`config.mk`:
```
export PLATFORM = sky130hd
export DESIGN_NAME = cluster_bus_isolate_ctrl
export DESIGN_NICKNAME = d
export VERILOG_FILES = /design/src/rtl/cluster_bus_isolate_ctrl.sv
export SDC_FILE = /design/constraint.sdc
export NUM_CORES = 1
export LEC_CHECK = 0
export CORE_ASPECT_RATIO = 1.1
export CORE_UTILIZATION = 53
export CTS_BUF_LIST = sky130_fd_sc_hd__clkbuf_2
export CTS_CLUSTER_DIAMETER = 100
export DETAILED_ROUTE_END_ITERATION = 16
export GPL_ROUTABILITY_DRIVEN = 0
export HOLD_SLACK_MARGIN = 0.03
export PLACE_DENSITY = 0.9
export SLEW_MARGIN = 20
export SYNTH_ARGS = -nofsm -noshare
export SYNTH_HDL_FRONTEND = slang
export SYNTH_SLANG_ARGS = --single-unit
```
`constraint.sdc`:
```
create_clock -name clk_i -period 4.5 [get_ports clk_i]
set_clock_uncertainty 0.2 [all_clocks]
set_input_delay 0.9 -clock clk_i [delete_from_list [all_inputs] [get_ports clk_i]]
set_output_delay 0.9 -clock clk_i [all_outputs]
set_load 0.01 [all_outputs]
```
`src/rtl/cluster_bus_isolate_ctrl.sv`:
```
// Cluster-bus slave-port isolation and outstanding-transaction throttle.
// Gates new AW/AR handshakes, drains in-flight bursts, then reports isolation.
module cluster_bus_isolate_ctrl #(
    parameter int unsigned MaxWrTxns = 8,
    parameter int unsigned MaxRdTxns = 8,
    localparam int unsigned MaxTxns  = (MaxWrTxns > MaxRdTxns) ? MaxWrTxns : MaxRdTxns,
    localparam int unsigned CntW     = $clog2(MaxTxns + 1)
) (
    input  logic            clk_i,
    input  logic            rst_ni,
    input  logic            isolate_req_i,
    output logic            isolated_o,
    output logic            busy_o,
    output logic [CntW-1:0] wr_cnt_o,
    output logic [CntW-1:0] rd_cnt_o,
    input  logic            aw_valid_i,
    output logic            aw_ready_o,
    output logic            aw_valid_o,
    input  logic            aw_ready_i,
    input  logic            ar_valid_i,
    output logic            ar_ready_o,
    output logic            ar_valid_o,
    input  logic            ar_ready_i,
    input  logic            b_valid_i,
    input  logic            b_ready_i,
    input  logic            r_valid_i,
    input  logic            r_ready_i,
    input  logic            r_last_i
);

    typedef enum logic [1:0] {
        RUN,
        DRAIN,
        ISOLATED
    } state_e;

    localparam logic [CntW-1:0] WrMax = CntW'(MaxWrTxns);
    localparam logic [CntW-1:0] RdMax = CntW'(MaxRdTxns);
    localparam logic [CntW-1:0] One   = CntW'(1);

    state_e          state_q, state_d;
    logic [CntW-1:0] wr_cnt_q, wr_cnt_d;
    logic [CntW-1:0] rd_cnt_q, rd_cnt_d;
    logic            aw_hold_q, aw_hold_d;
    logic            ar_hold_q, ar_hold_d;
    logic            isolated_q;
    logic            busy_q;

    logic aw_open, ar_open;
    logic aw_hs, ar_hs, b_hs, r_last_hs;

    // A held beat keeps its gate open regardless of state or ceiling.
    assign aw_open = aw_hold_q | ((state_q == RUN) && (wr_cnt_q < WrMax));
    assign ar_open = ar_hold_q | ((state_q == RUN) && (rd_cnt_q < RdMax));

    assign aw_valid_o = aw_valid_i & aw_open;
    assign aw_ready_o = aw_ready_i & aw_open;
    assign ar_valid_o = ar_valid_i & ar_open;
    assign ar_ready_o = ar_ready_i & ar_open;

    assign aw_hs     = aw_valid_o & aw_ready_i;
    assign ar_hs     = ar_valid_o & ar_ready_i;
    assign b_hs      = b_valid_i & b_ready_i;
    assign r_last_hs = r_valid_i & r_ready_i & r_last_i;

    assign aw_hold_d = (aw_hold_q | aw_valid_o) & ~aw_hs;
    assign ar_hold_d = (ar_hold_q | ar_valid_o) & ~ar_hs;

    always_comb begin
        wr_cnt_d = wr_cnt_q;
        if (aw_hs && !b_hs) begin
            wr_cnt_d = wr_cnt_q + One;
        end else if (!aw_hs && b_hs && (wr_cnt_q != '0)) begin
            wr_cnt_d = wr_cnt_q - One;
        end
    end

    always_comb begin
        rd_cnt_d = rd_cnt_q;
        if (ar_hs && !r_last_hs) begin
            rd_cnt_d = rd_cnt_q + One;
        end else if (!ar_hs && r_last_hs && (rd_cnt_q != '0)) begin
            rd_cnt_d = rd_cnt_q - One;
        end
    end

    always_comb begin
        state_d = state_q;
        unique case (state_q)
            RUN: begin
                if (isolate_req_i) state_d = DRAIN;
            end
            DRAIN: begin
                if (!isolate_req_i) begin
                    state_d = RUN;
                end else if ((wr_cnt_q == '0) && (rd_cnt_q == '0) && !aw_hold_q && !ar_hold_q
                             && !aw_hs && !ar_hs) begin
                    state_d = ISOLATED;
                end
            end
            ISOLATED: begin
                if (!isolate_req_i) state_d = RUN;
            end
            default: state_d = RUN;
        endcase
    end

    always_ff @(posedge clk_i or negedge rst_ni) begin
        if (!rst_ni) begin
            state_q    <= RUN;
            wr_cnt_q   <= '0;
            rd_cnt_q   <= '0;
            aw_hold_q  <= 1'b0;
            ar_hold_q  <= 1'b0;
            isolated_q <= 1'b0;
            busy_q     <= 1'b0;
        end else begin
            state_q    <= state_d;
            wr_cnt_q   <= wr_cnt_d;
            rd_cnt_q   <= rd_cnt_d;
            aw_hold_q  <= aw_hold_d;
            ar_hold_q  <= ar_hold_d;
            isolated_q <= (state_d == ISOLATED);
            busy_q     <= (wr_cnt_d != '0) || (rd_cnt_d != '0);
        end
    end

    assign isolated_o = isolated_q;
    assign busy_o     = busy_q;
    assign wr_cnt_o   = wr_cnt_q;
    assign rd_cnt_o   = rd_cnt_q;

    // A response with nothing outstanding means the bus and this block disagree.
    a_no_b_underflow: assert property (@(posedge clk_i) disable iff (!rst_ni)
        !(b_hs && !aw_hs && (wr_cnt_q == '0)));
    a_no_r_underflow: assert property (@(posedge clk_i) disable iff (!rst_ni)
        !(r_last_hs && !ar_hs && (rd_cnt_q == '0)));

endmodule

```
# Word level (Yosys, flattened, before mapping)

Cells that the tools add are included.

Equality and inequality tests: 3
Reduce and logical (&&, ||, !) cells: 27
Mux-type cells: 9
Magnitude comparators: 2
Add/subtract/negate cells: 4
Bitwise operators: 17

Operator list:

| cell                                              | number |
|---|---|
| two-way mux 4 bit                                 | 4 |
| nonzero test 4 bit                                | 4 |
| logical AND 1 bit                                 | 13 |
| bitwise AND 1 bit                                 | 11 |
| adder 4 x 1 -> 4 bit, second input constant       | 2 |
| zero test 4 bit                                   | 2 |
| less-than comparator 4 bit, second input constant | 2 |
| two-way mux 2 bit                                 | 4 |
| subtractor 4 x 1 -> 4 bit, second input constant  | 2 |
| zero test 1 bit                                   | 6 |
| one-hot mux 2 bit (3 select lines)                | 1 |
| == test 2 bit, second input constant              | 2 |
| bitwise OR 1 bit                                  | 4 |
| == test 2 x 1 -> 1 bit, second input constant     | 1 |
| zero test 2 bit                                   | 1 |
| NOT 1 bit                                         | 2 |
| logical OR 1 bit                                  | 1 |

Flip-flop bits (word level): 14
Output and inout port bits: 14
Input port bits: 12
Logic and storage cells: 69

# Logic depth before layout (Yosys ltp)

Gate-level depths: netlist of run 1.

Depth after elaboration: 12
Depth in mapped cells: 8
Depth with buffers taken out: 8

# Worst setup path after synthesis of run 1

Ideal clock, no wire load.

Path kind: input -> register
Start point: in r_last_i
End point: reg busy_q, in the netlist busy_o
Path buffers: 1
Path slack: 1739 ps
Arrival: 2422 ps
Required time: 4161 ps
Cell stages on the path: 6
Library setup time: 139 ps
Cells stage by stage: and3_1 -> clkbuf_1 -> or3_1 -> a31o_1 -> a31o_1 -> or4_1

Cells in the longest elaborated chain, start to end: 7
Elaborated cells between the ends (all ways): 9
Those cells by class: mux: 2; bitwise: 1; reduce/logical: 6

RTL lines:

| what                            | RTL line | RTL |
|---|---|---|
| from (decl)                     | 28       | `input logic r_last_i` |
| bitwise AND 1 bit *             | 64       | `assign r_last_hs = r_valid_i & r_ready_i & r_last_i;` |
| logical AND 1 bit (2 in series) | 82       | `end else if (!ar_hs && r_last_hs && (rd_cnt_q != '0)) begin` |
| two-way mux 4 bit               | 82       |  |
| two-way mux 4 bit *             | 80       | `if (ar_hs && !r_last_hs) begin` |
| net rd_cnt_d[3]                 | 43       | `logic [CntW-1:0] rd_cnt_q, rd_cnt_d;` |
| nonzero test 4 bit *            | 124      | `busy_q <= (wr_cnt_d != '0) \|\| (rd_cnt_d != '0);` |
| logical OR 1 bit *              | 124      |  |
| to (signal assigned)            | 124      |  |
| to (decl)                       | 47       | `logic busy_q;` |

Mark *: on every way through the listed nets, which the timed path passes. The rest lies on a longest branch.

# Final worst setup path of run 1

Start point: in ar_valid_i
End point: out ar_valid_o

Cells in the longest elaborated chain, start to end: 1

RTL lines:

| what              | RTL line | RTL |
|---|---|---|
| from (decl)       | 20       | `input logic ar_valid_i,` |
| bitwise AND 1 bit | 58       | `assign ar_valid_o = ar_valid_i & ar_open;` |
| to (decl)         | 22       | `output logic ar_valid_o,` |

No other way between the ends.

==> flow_summary.json, run 1 <==
{
  "grt_pass1_vias": 869,
  "min_delay_path_depth": 1,
  "rr_endpoint": "busy_o",
  "rsz0062_at_grt": "false",
  "cts.repair.resized": 0,
  "placementRows": 15,
  "ff2ff_setup_slack_ps": 1770,
  "synthesis.area_per_instance_um2": 9.06,
  "ys_types": 39,
  "synth-edff-count": 0,
  "worst_min_path_class": "flop to flop",
  "path_max_fanout": 2,
  "core-area_mm2": 0.00163,
  "globalRoute.totalOverflow": 0,
  "final.setup.worst_slack_ps": 1230,
  "drv_cap": 0,
  "power.ir.vdd_worst_mv": 0.375,
  "drt-total-wl_um": 2270,
  "number_of_antenna_violations_at_the_first_check_in_global_routing": 0,
  "critical_path_arrival_ps": 2170,
  "crit_path_start_kind": "primary input",
  "post-route-cell-area_mm2": 0.00126,
  "synth_async_sr_flop_share_pct": 100,
  "die_width_um": 42.8,
  "post_route_cells_drive_above_1_share_pct": 8.15,
  "timing.hold.worst.start": "wr_cnt_o[0]",
  "power.density_mw_per_mm2": 532,
  "worst_slack_after_detailed_placement_ps": 1220,
  "finish.cell_count_without_fillers": 152,
  "reg2regPathDepth": 8,
  "clk_pin_slew_worst_paths_ps": 120,
  "dp.final_hpwl_um": 1740,
  "final.fill_count": 131,
  "clock-sinks": 14,
  "firstDrtPassIters": 4,
  "setup_viol": 0,
  "timing.setup.tns_ps": 0,
  "post_cts_hold_buffer_count": 0,
  "detail_route.drc_violations": 0,
  "timing_worst_setup_path_type": "primary input to primary output",
  "floorplan.initialDensity_pct": 59.4,
  "layout.nets": 154,
  "mappedNetlistNets": 125,
  "io_pins": 26,
  "hold-path-endpoint": "wr_cnt_o[0]",
  "area_used_by_multi_input_combinational_logic_um2": 597,
  "drtIter0Drc": 32,
  "gr-usage-all-layers_pct": 25.5,
  "run_status": "complete, no violations",
  "clock_insertion_delay_worst_skew_ps": 300,
  "cts_post_setup_buffers_inserted": 0,
  "placement.cell_area_mm2": 0.00124,
  "postSynthCellCount": 107,
  "setup.worst_path.end_class": "primary output",
  "final_antenna_net_count": 0,
  "synth-warning-count": 0,
  "place.detailed.instances": 148,
  "vias_per_cell": 6.15,
  "max_slew_margin_pct": 57.8,
  "finalCriticalPeriod_ps": 3270,
  "area_growth_from_synthesis_to_layout_pct": 29.5,
  "antenna_cells": 0,
  "required_ps": 3400,
  "total_leakage_power_nw": 0.508,
  "cts_htree_levels": 1,
  "ys.flop_type": "sky130_fd_sc_hd__dfrtp_1",
  "synthesis.area_um2": 970,
  "drt-wirelength-per-cell_um": 14.9,
  "tritoncts": "done",
  "timing.fmax_mhz": 306,
  "register_area_um2": 350,
  "die_y_extent_um": 46.9,
  "slew_viols_final": 0,
  "grt_start_max_net_pins": 15,
  "portBuffers": 25,
  "die_area_mm2": 0.00200,
  "via_count": 935,
  "yosys_register_bits": 14,
  "rr_startpoint": "wr_cnt_o[0]",
  "grt_first_pass_wirelength_um": 3720,
  "yosysSeqAreaShare_pct": 36.1,
  "timing.final.hold_violations": 0,
  "clockRootBuffer": "sky130_fd_sc_hd__clkbuf_2",
  "max_slew.worst_pin.slew_ps": 632,
  "clk_path_buf_depth": 2,
  "post-route-util_pct": 76.9,
  "cts_inserted_buffers": 3,
  "final.period_utilization_pct": 72.6
}
critical path: stages:
cell and delay (ps):
sky130_fd_sc_hd__clkdlybuf4s50_1 520, sky130_fd_sc_hd__nor2b_1 200, sky130_fd_sc_hd__clkdlybuf4s50_1 550
power by group:
group | internal (mW) | switching [mW] | total, mW
clock | 0.0193 | 0.0436 | 0.0629
sequential | 0.168 | 0.0710 | 0.239
combinational | 0.193 | 0.174 | 0.367
logic make-up after synthesis:
logic type      Yosys count  share of synthesized area [%]
compound gates           25                           19.5
xor+xnor                  2                           1.81
fa+ha+maj                 6                           7.74
buf+inv                   6                           2.32
flops                    14                           36.1
mux                       2                           2.19
simple gates             52                           30.3
cells in the mapped netlist, drive strengths merged (3+ instances only):
master | instances | area, um2
nand3 | 3 | 15.0
nor2 | 14 | 52.6
o211ai | 5 | 51.3
and2 | 3 | 18.8
or3 | 3 | 20.0
nand4b | 3 | 26.3
a21oi | 7 | 35.0
and3 | 4 | 26.3
nor2b | 4 | 25.0
nand2 | 7 | 26.3
ha | 6 | 75.1
inv | 5 | 18.8
dfrtp | 14 | 350
layout make-up:
type	count	share of cell area, %
flip-flops and latches	14	27.9
multi-input cells	87	47.5
well taps	17	1.69
inverters	5	1.49
clock buffers	3	1.20
repair buffers	25	19.9
clock inverters	1	0.299
worst max path at each step:
stage | from | to | slack, ps | depth (start not counted)
finish | ar_valid_i | ar_valid_o | 1230 | 3
floorplan | r_last_i | busy_o | 1740 | 6
global route | ar_valid_i | ar_valid_o | 1180 | 3
detailed placement | ar_valid_i | ar_valid_o | 1220 | 3
global placement | ar_valid_i | ar_valid_o | 1270 | 3
CTS | ar_valid_i | ar_valid_o | 1220 | 3
stage by stage:
step	total power [mW]	hold WS (ps)
final	0.669	405
after detailed placement	0.605	393
after global routing	0.726	439
after floorplan	0.449	360
after global placement	0.586	387
after CTS	0.668	414
placed cells by master (no fill, tap or decap), types with 2 or more instances in the layout:
cell type / count
sky130_fd_sc_hd__inv_1: 5
sky130_fd_sc_hd__clkdlybuf4s50_1: 25
sky130_fd_sc_hd__and2_1: 3
sky130_fd_sc_hd__a21oi_1: 7
sky130_fd_sc_hd__nand4b_1: 3
sky130_fd_sc_hd__or3_1: 2
sky130_fd_sc_hd__clkbuf_2: 3
sky130_fd_sc_hd__xnor2_1: 2
sky130_fd_sc_hd__dfrtp_1: 14
sky130_fd_sc_hd__nor3_2: 2
sky130_fd_sc_hd__a22oi_1: 2
sky130_fd_sc_hd__or4_1: 2
sky130_fd_sc_hd__nand2_1: 7
sky130_fd_sc_hd__nor2_1: 14
sky130_fd_sc_hd__o211ai_1: 4
sky130_fd_sc_hd__and3_1: 3
sky130_fd_sc_hd__ha_1: 6
sky130_fd_sc_hd__o21a_1: 2
sky130_fd_sc_hd__a31o_1: 2
sky130_fd_sc_hd__nor2b_1: 4
sky130_fd_sc_hd__nand3_1: 3
layer usage:
| layer | vias up | track usage, % | share of wire [%] |
|---|---|---|---|
| met2 | 33 | 46.7 | 52 |
| met3 | 8 | 5.38 | 4.3 |
| met5 | - | 0 | 0 |
| met4 | 0 | 13.8 | 2.5 |
| li1 | 451 | - | - |
| met1 | 443 | 28.2 | 41 |
Note: power is estimated with default switching activity, not from simulation.
==> inputs of run 2 (changes only) <==
--- a/config.mk
+++ b/config.mk
@@ -6,13 +6,13 @@
 export NUM_CORES = 1
 export LEC_CHECK = 0
 export CORE_ASPECT_RATIO = 1.1
-export CORE_UTILIZATION = 53
+export CORE_UTILIZATION = 45
 export CTS_BUF_LIST = sky130_fd_sc_hd__clkbuf_2
 export CTS_CLUSTER_DIAMETER = 100
 export DETAILED_ROUTE_END_ITERATION = 16
 export GPL_ROUTABILITY_DRIVEN = 0
 export HOLD_SLACK_MARGIN = 0.03
-export PLACE_DENSITY = 0.9
+export PLACE_DENSITY = 0.82
 export SLEW_MARGIN = 20
 export SYNTH_ARGS = -nofsm -noshare
 export SYNTH_HDL_FRONTEND = slang
==> constraint.sdc (replaced) <==
create_clock -name clk_i -period 2.9 [get_ports clk_i]
set_clock_uncertainty 0.2 [all_clocks]
set_input_delay 0.58 -clock clk_i [delete_from_list [all_inputs] [get_ports clk_i]]
set_output_delay 0.58 -clock clk_i [all_outputs]
set_load 0.01 [all_outputs]
==> flow_summary.json, run 2 (synthesis gave the netlist of run 1 again) <==
{
  "run_status": "complete, no violations",
  "antenna_cells": 0,
  "grt_first_pass_wirelength_um": 3530,
  "grt_pass1_vias": 881,
  "finalCriticalPeriod_ps": 2680,
  "worst_min_path_class": "flop to flop",
  "portBuffers": 25,
  "internal-power_mw": 0.600,
  "core-area_mm2": 0.00202,
  "tritoncts": "done",
  "io_pins": 26,
  "detail_route.drc_violations": 0,
  "grt_most_used_layer": "met2",
  "placement.cell_area_mm2": 0.00128,
  "area_growth_from_synthesis_to_layout_pct": 34.1,
  "crit_path_start_kind": "flop",
  "grt_start_max_net_pins": 15,
  "setup.worst_path.end_class": "primary output",
  "post-route-cell-area_mm2": 0.00130,
  "total_leakage_power_nw": 0.527,
  "cts_htree_levels": 1,
  "firstDrtPassIters": 4,
  "cts_inserted_buffers": 3,
  "die_y_extent_um": 50.7,
  "swShare_pct": 42.3,
  "required_ps": 2120,
  "clock_insertion_delay_worst_skew_ps": 260,
  "max_slew_margin_pct": 60.5,
  "critical_path_arrival_ps": 1900,
  "number_of_antenna_violations_at_the_first_check_in_global_routing": 0,
  "path_max_fanout": 5,
  "hold_slack_ps": 427,
  "clock-sinks": 14,
  "timing.final.hold_violations": 0,
  "final.period_utilization_pct": 92.5,
  "drtIter0Drc": 19,
  "timing.fmax_mhz": 373,
  "clk_pin_slew_worst_paths_ps": 130,
  "layout.nets": 158,
  "grt.met3_usage_pct": 2.52,
  "gr-usage-all-layers_pct": 20.8,
  "slew_viols_final": 0,
  "drt-wirelength-per-cell_um": 13.0,
  "clk_path_buf_depth": 2,
  "share_seq_of_total_power_pct": 35.9,
  "max_slew.worst_pin.slew_ps": 590,
  "floorplan.initialDensity_pct": 48.0,
  "globalRouteMet2Util_pct": 37.1,
  "power.density_mw_per_mm2": 800,
  "rsz0062_at_grt": "false",
  "drv_cap": 0,
  "via_count": 940,
  "power.clock.fraction_pct": 8.5,
  "cts_post_setup_buffers_inserted": 0,
  "switchingPower_mw": 0.440,
  "clockRootBuffer": "sky130_fd_sc_hd__clkbuf_2",
  "drt-total-wl_um": 2170,
  "grtUsageMet1_pct": 24.0,
  "timing.setup.tns_ps": 0,
  "final_antenna_net_count": 0,
  "setup_viol": 0,
  "mostFrequentLayoutCell": "sky130_fd_sc_hd__clkdlybuf4s50_1",
  "timing_worst_setup_path_type": "flop to primary output",
  "vias_per_cell": 5.63,
  "power.ir.vdd_worst_mv": 0.463,
  "cts.repair.resized": 0,
  "post_route_cells_drive_above_1_share_pct": 10.8,
  "p_comb_share_pct": 55.6,
  "post_cts_hold_buffer_count": 0,
  "globalRoute.totalOverflow": 0,
  "die_area_mm2": 0.00234,
  "placementRows": 17,
  "mostFrequentLayoutCells": "25 x sky130_fd_sc_hd__clkdlybuf4s50_1, 14 x sky130_fd_sc_hd__nor2_1, 14 x sky130_fd_sc_hd__dfrtp_1",
  "final.fill_count": 189,
  "die_width_um": 46.3,
  "dp.final_hpwl_um": 1720
}
[run 2: final timing paths]
path	slack (ps)	depth (start not counted)	start	endpoint
worst max-delay path	220	4	wr_cnt_o[3]	aw_valid_o
worst max register to register	350	5	wr_cnt_o[0]	busy_o
worst min-delay path	430	1	flop	flop
max in group asynchronous	1650	1	rst_ni	busy_o
worst min register to register	430	1	flop	flop
min in group asynchronous	470	1	rst_ni	isolated_o
[run 2: through the flow]
| step | total power [mW] | setup slack [ps] | util [%] | cells |
|---|---|---|---|---|
| 5_1_grt | 1.13 | 79.9 | 64.3 | 167 |
| 4_1_cts | 1.05 | 193 | 64.3 | 167 |
| 2_1_floorplan | 0.696 | 459 | - | 107 |
| 3_5_place_dp | 0.951 | -0.660 | 63.4 | 163 |
| 6_report | 1.04 | 217 | 64.3 | 167 |
| 3_3_place_gp | 0.930 | 78.8 | 63.4 | 163 |
[run 2: final cells by class]
class                   count  area (um2)  share of cell area [%]
multi-input cells          87         597                    45.9
clock buffers               3        15.0                    1.15
inverters                   5        18.8                    1.44
clock inverters             1        3.75                   0.289
repair buffers             29         280                    21.6
flip-flops and latches     14         350                    26.9
well taps                  28        35.0                    2.69
[run 2: critical path: stages, from the launching register on]
cell and delay [ps]:
sky130_fd_sc_hd__dfrtp_1 450, sky130_fd_sc_hd__nor3_2 380, sky130_fd_sc_hd__nor2_1 100, sky130_fd_sc_hd__nor2b_1 140, sky130_fd_sc_hd__clkdlybuf4s50_1 560
[run 2: power by group through the flow]
stage	Clock [mW]	Sequential [mW]	Combinational, mW
5_1_grt	0.102	0.388	0.636
4_1_cts	0.0928	0.372	0.581
6_report	0.0885	0.373	0.578
3_5_place_dp	0	0.374	0.577
2_1_floorplan	0	0.376	0.319
3_3_place_gp	0	0.372	0.558
[run 2: metal layers]
metal  part of all wire (%)  vias to the layer above
li1                       -                      459
met1                     44                      453
met2                     52                       26
met3                    2.9                        2
met4                    1.0                        0
met5                      0                        -
